--- src/rtl/rotor3_fwd_stage.sv ---
// Rotor-3 forward path: owns the position register, handles step/load/turnover,
// and substitutes one letter per cycle through a registered stage.
// Optional ROTOR3_ERR_FLAG_EN adds a sticky error flag and drops invalid letters.
module rotor3_fwd_stage #(
  parameter int unsigned NOTCH_POS = 21,
  parameter int unsigned RESET_POS = 0
) (
  input  logic       clk,
  input  logic       rst,
  input  logic       step,
  input  logic       load_en,
  input  logic [4:0] load_pos,
  input  logic       in_valid,
  input  logic [4:0] in_letter,
  output logic       out_valid,
  output logic [4:0] out_letter,
  output logic [4:0] position,
`ifdef ROTOR3_ERR_FLAG_EN
  output logic       err_sticky,
`endif
  output logic       carry_out
);

  localparam logic [4:0] NOTCH = 5'(NOTCH_POS);
  localparam logic [4:0] RPOS  = 5'(RESET_POS);

  function automatic logic [4:0] fwd_wire(input logic [4:0] l);
    logic [4:0] w;
    case (l)
      5'd1:  w = 5'd14;  5'd2:  w = 5'd8;   5'd3:  w = 5'd24;  5'd4:  w = 5'd13;
      5'd5:  w = 5'd16;  5'd6:  w = 5'd18;  5'd7:  w = 5'd20;  5'd8:  w = 5'd6;
      5'd9:  w = 5'd19;  5'd10: w = 5'd22;  5'd11: w = 5'd25;  5'd12: w = 5'd1;
      5'd13: w = 5'd10;  5'd14: w = 5'd17;  5'd15: w = 5'd2;   5'd16: w = 5'd23;
      5'd17: w = 5'd5;   5'd18: w = 5'd3;   5'd19: w = 5'd4;   5'd20: w = 5'd9;
      5'd21: w = 5'd26;  5'd22: w = 5'd12;  5'd23: w = 5'd11;  5'd24: w = 5'd7;
      5'd25: w = 5'd21;  5'd26: w = 5'd15;
      default: w = 5'd0;
    endcase
    return w;
  endfunction

  logic [4:0] pos_q, pos_d;
  logic       carry_q, carry_d;
  logic       vld_q, vld_d;
  logic [4:0] let_q, let_d;
  logic       letter_ok;
  logic [5:0] t_sum;
  logic [4:0] t_res;

  assign letter_ok = (in_letter >= 5'd1) && (in_letter <= 5'd26);

  always_comb begin
    pos_d   = pos_q;
    carry_d = 1'b0;
    if (load_en) begin
      if (load_pos <= 5'd25) pos_d = load_pos;
    end else if (step) begin
      pos_d   = (pos_q == 5'd25) ? 5'd0 : pos_q + 5'd1;
      carry_d = (pos_q == NOTCH);
    end
  end

  // Substitution uses the pre-edge position, so the same-edge step affects the next letter only.
  always_comb begin
    t_sum = {1'b0, fwd_wire(in_letter)} + {1'b0, pos_q};
    t_res = (t_sum > 6'd26) ? 5'(t_sum - 6'd26) : t_sum[4:0];
  end

  always_comb begin
    vld_d = in_valid;
    let_d = let_q;
`ifdef ROTOR3_ERR_FLAG_EN
    vld_d = in_valid && letter_ok;
    if (in_valid && letter_ok) let_d = t_res;
`else
    if (in_valid) let_d = letter_ok ? t_res : 5'd0;
`endif
  end

  always_ff @(posedge clk) begin
    if (rst) begin
      pos_q   <= RPOS;
      carry_q <= 1'b0;
      vld_q   <= 1'b0;
      let_q   <= 5'd0;
    end else begin
      pos_q   <= pos_d;
      carry_q <= carry_d;
      vld_q   <= vld_d;
      let_q   <= let_d;
    end
  end

`ifdef ROTOR3_ERR_FLAG_EN
  logic err_q, err_d;
  always_comb begin
    err_d = err_q | (in_valid && !letter_ok) | (load_en && (load_pos > 5'd25));
  end
  always_ff @(posedge clk) begin
    if (rst) err_q <= 1'b0;
    else     err_q <= err_d;
  end
  assign err_sticky = err_q;
`endif

  assign position   = pos_q;
  assign carry_out  = carry_q;
  assign out_valid  = vld_q;
  assign out_letter = let_q;

endmodule
--- config.mk ---
export PLATFORM = sky130hd
export DESIGN_NAME = rotor3_fwd_stage
export DESIGN_NICKNAME = d
export VERILOG_FILES = /design/src/rtl/rotor3_fwd_stage.sv
export SDC_FILE = /design/constraint.sdc
export NUM_CORES = 1
export LEC_CHECK = 0
export CAP_MARGIN = 20
export CORE_UTILIZATION = 30
export CTS_CLUSTER_SIZE = 10
export DETAILED_ROUTE_END_ITERATION = 10
export GPL_ROUTABILITY_DRIVEN = 1
export PLACE_DENSITY = 0.54
export SLEW_MARGIN = 10
export SYNTH_ARGS = -nofsm -noshare
export SYNTH_HDL_FRONTEND = slang
export SYNTH_SLANG_ARGS = --single-unit
--- constraint.sdc ---
create_clock -name clk -period 4.69 [get_ports clk]
set_input_delay 0.938 -clock clk [delete_from_list [all_inputs] [get_ports clk]]
set_output_delay 0.938 -clock clk [all_outputs]
set_load 0.02 [all_outputs]
==> flow_summary.toml <==
[cells_and_area]
syn2layout_area_growth_pct = 30.1
utilization = 0.422
antenna_cells = 0
fillers = 396
fin_nets = 219
drive_above_1_share = 0.0649

[logic_synthesis]
ys_ff_latch = 12
synth_compound_area_frac = 0.287
synthSimpleGateAreaFrac = 0.169
synth.area.top_cells = "dfxtp_1 (19%), ha_1 (17%), a21oi_1 (7.3%)"
synth_flop_cell = "dfxtp_1"
ys_top_cells_by_count = "a21oi_1 (18), ha_1 (17), inv_1 (17)"
synth_mux_area_frac = 0.0508
seq_area_frac_synth = 0.195
synth_top_family_by_area = "compound AO/OA/AOI/OAI gates"
yosys.cell_types.count = 40
yosysTopAreaCell = "dfxtp_1"
synthArstFlopShare = 0
syn-instance-count = 158
yosysMostFrequentCell = "a21oi_1"
synth_xor_area_frac = 0.0416
ys.warnings.count = 0
synth_fa_ha_area_frac = 0.189
syn_area_per_cell_um2 = 7.80
syn_area_um2 = 1230
yosysTopAreaCellShare = 0.195
syn-num-nets = 191
synth_enable_flop_cells = 0

[route]
viasPerCell = 5.11
remaining_drc_errors = 0
final_antenna_net_count = 0
drtIter0Drc = 34
routed_wl_um = 3010
drt_first_pass_iters = 4
wl_per_cell_um = 12.9
via_count = 1191

[floorplanning]
die_h_um = 66.1
design.core.area_um2 = 3800
dieWidth_um = 66.1
ios = 27
start_util = 0.324
fp-row-count = 22
die_area_um2 = 4370

[global_routing]
grt_max_degree = 14
grt_pass1_wl_um = 5220
antenna_found_initial = 0
grt_overflow = 0
track_usage = 0.153
first_global_vias = 1093

[power_and_ir_drop]
p_int_mw = 0.276
p_sw_frac = 0.357
p_comb_frac = 0.448
clockPowerShare = 0.265
irDropWorstVdd_v = 0.000117
power.switching_mw = 0.153
power_density_nw_per_um2 = 267
cellLeakagePower_nw = 0.656
pwr-share-seq = 0.287

[critical_path]
cp_data_arrival_time_ps = 4060
crit_chain = "clkdlybuf4s50_1 > inv_1 > ha_1 > inv_1 > a22oi_1 > a21oi_1 > ha_1 > inv_1 > fa_1 > nand2b_1 > a21oi_4 > xor2_2 > o211ai_1 > nand3_2 > mux2i_1 > a22o_1"
cp_max_fo = 7
start_kind = "input port"
cp_common_cell = "inv_1"
max_stage_delay_ps = 610
end_kind = "flop"
cpMaxStageDelayCell = "clkdlybuf4s50_1"
rr_endpoint = "out_letter[2]$_SDFFE_PP0P_"
worst_ep_required_time_ps = 4820
reg2reg_slack_ps = 2430
r2r_cells = 10
worst_r2r_startpoint = "position[0]$_SDFFE_PP0P_"
worstSetupPathType = "in2reg"

[hold_path]
worstHoldEndpoint = "out_letter[3]$_SDFFE_PP0P_"
hold-path-cell-count = 1
hp-start = "out_letter[3]$_SDFFE_PP0P_"
min_path_type = "reg2reg"

[clocking]
hold_buffers = 0
post-cts-setup-buffers = 0
clk_pin_slew_ps = 60
cts_buffer_depth = 2
post_cts_resized = 0
cts_tree = "done"
numCtsBuffers = 3
clkLatencyLatePin_ps = 240
htreeDepth = 1
cts_sinks = 12
root_buffer = "clkbuf_8"

[placement]
dp_slack_ps = 497
finalWeightedCongestion = 0.875
portBuffers = 26
dpl.hpwl_um = 2450

[timing]
worst_pin_slew_ps = 520
skew_ps = 2.85
max_freq_mhz = 255
rsz0062_at_grt = "no"
fin_ws_ps = 767
finalSetupTns_ps = 0
maxSlewHeadroom = 0.653
fin_crit_sh = 0.836
finalSetupViolCount = 0
drv_slew = 0
min_period_ps = 3920
finalHoldViolations = 0

[run_status]
status = "finished, final reports clean"

[flow_run]
drv_cap = 0
## worst max path at each step
stage,start,to,slack (ps),depth (start not counted)
floorplan,in_letter[3],out_letter[2]$_SDFFE_PP0P_,1340,14
CTS,in_letter[0],out_letter[2]$_SDFFE_PP0P_,750,16
finish,in_letter[0],out_letter[2]$_SDFFE_PP0P_,770,16
global placement,in_letter[0],out_letter[2]$_SDFFE_PP0P_,640,16
detailed placement,in_letter[0],out_letter[2]$_SDFFE_PP0P_,500,16
global route,in_letter[0],out_letter[4]$_SDFFE_PP0P_,390,16
## power groups by stage
stage / Combinational (mW) / Clock [mW] / Sequential [mW]
floorplan: 0.118 / 0 / 0.137
CTS: 0.193 / 0.117 / 0.124
global route: 0.215 / 0.122 / 0.125
detailed placement: 0.191 / 0 / 0.126
global placement: 0.191 / 0 / 0.125
finish: 0.192 / 0.113 / 0.123
## cell families (layout without fill, tap and decap cells)
kind of cell               Yosys count  in the layout
and+or+nand+nor                     43             43
adders and majority gates           18             18
DFF                                 12             12
muxes                                5              5
buffers and inverters               22             49
xor gates and xnor gates             5              5
AOI/OAI and AO/OA                   53             53
## registers in the layout (all words and copies together), names as in the netlist
name and count:
out_letter 5, out_valid 1, position 5, carry_out 1
## area by class of cell
cell class,instances,area [um^2],share of cell area
tap,48,60.1,0.0375
multi-input combinational,124,908,0.567
sequential,12,240,0.150
inverter,17,63.8,0.0398
clock buffer,4,55.1,0.0343
timing repair buffer,28,275,0.172
## routing by layer
layer,global-route usage,part of all wire,up-vias
met5,0,0,-
met3,0.0328,0.024,2
li1,-,-,624
met4,0.0319,0.0086,0
met2,0.253,0.47,15
met1,0.204,0.49,550
## layout by cell type (no fill, tap or decap), drive strengths merged, types with 4 or more instances in the layout
master         Yosys  final
nor2              15     15
nor2b              5      5
inv               17     17
mux2i              4      4
o21ai              7      7
nand2              9      9
dfxtp             12     12
o211ai             5      5
ha                17     17
a21oi             19     19
clkdlybuf4s50      0     26
clkbuf             3      4
nand3              6      6
a211oi             4      4
## per-stage QoR
stage	total power, mW	std cells	cell area (um^2)	hold WS, ps
2_1_floorplan	0.255	158	1230	585
3_3_place_gp	0.316	229	1550	467
3_5_place_dp	0.317	229	1550	474
4_1_cts	0.433	233	1600	487
5_1_grt	0.463	233	1600	523
6_report	0.428	233	1600	484
## worst max-delay path, delay by kind of cell
family,cells,cell delay [ps]
and+or+nand+nor,2,320
muxes,1,80
adders and majority gates,3,870
AOI/OAI and AO/OA,5,740
xor gates and xnor gates,1,210
buffers and inverters,4,890
No activity file was read; power rests on OpenSTA's default activity.
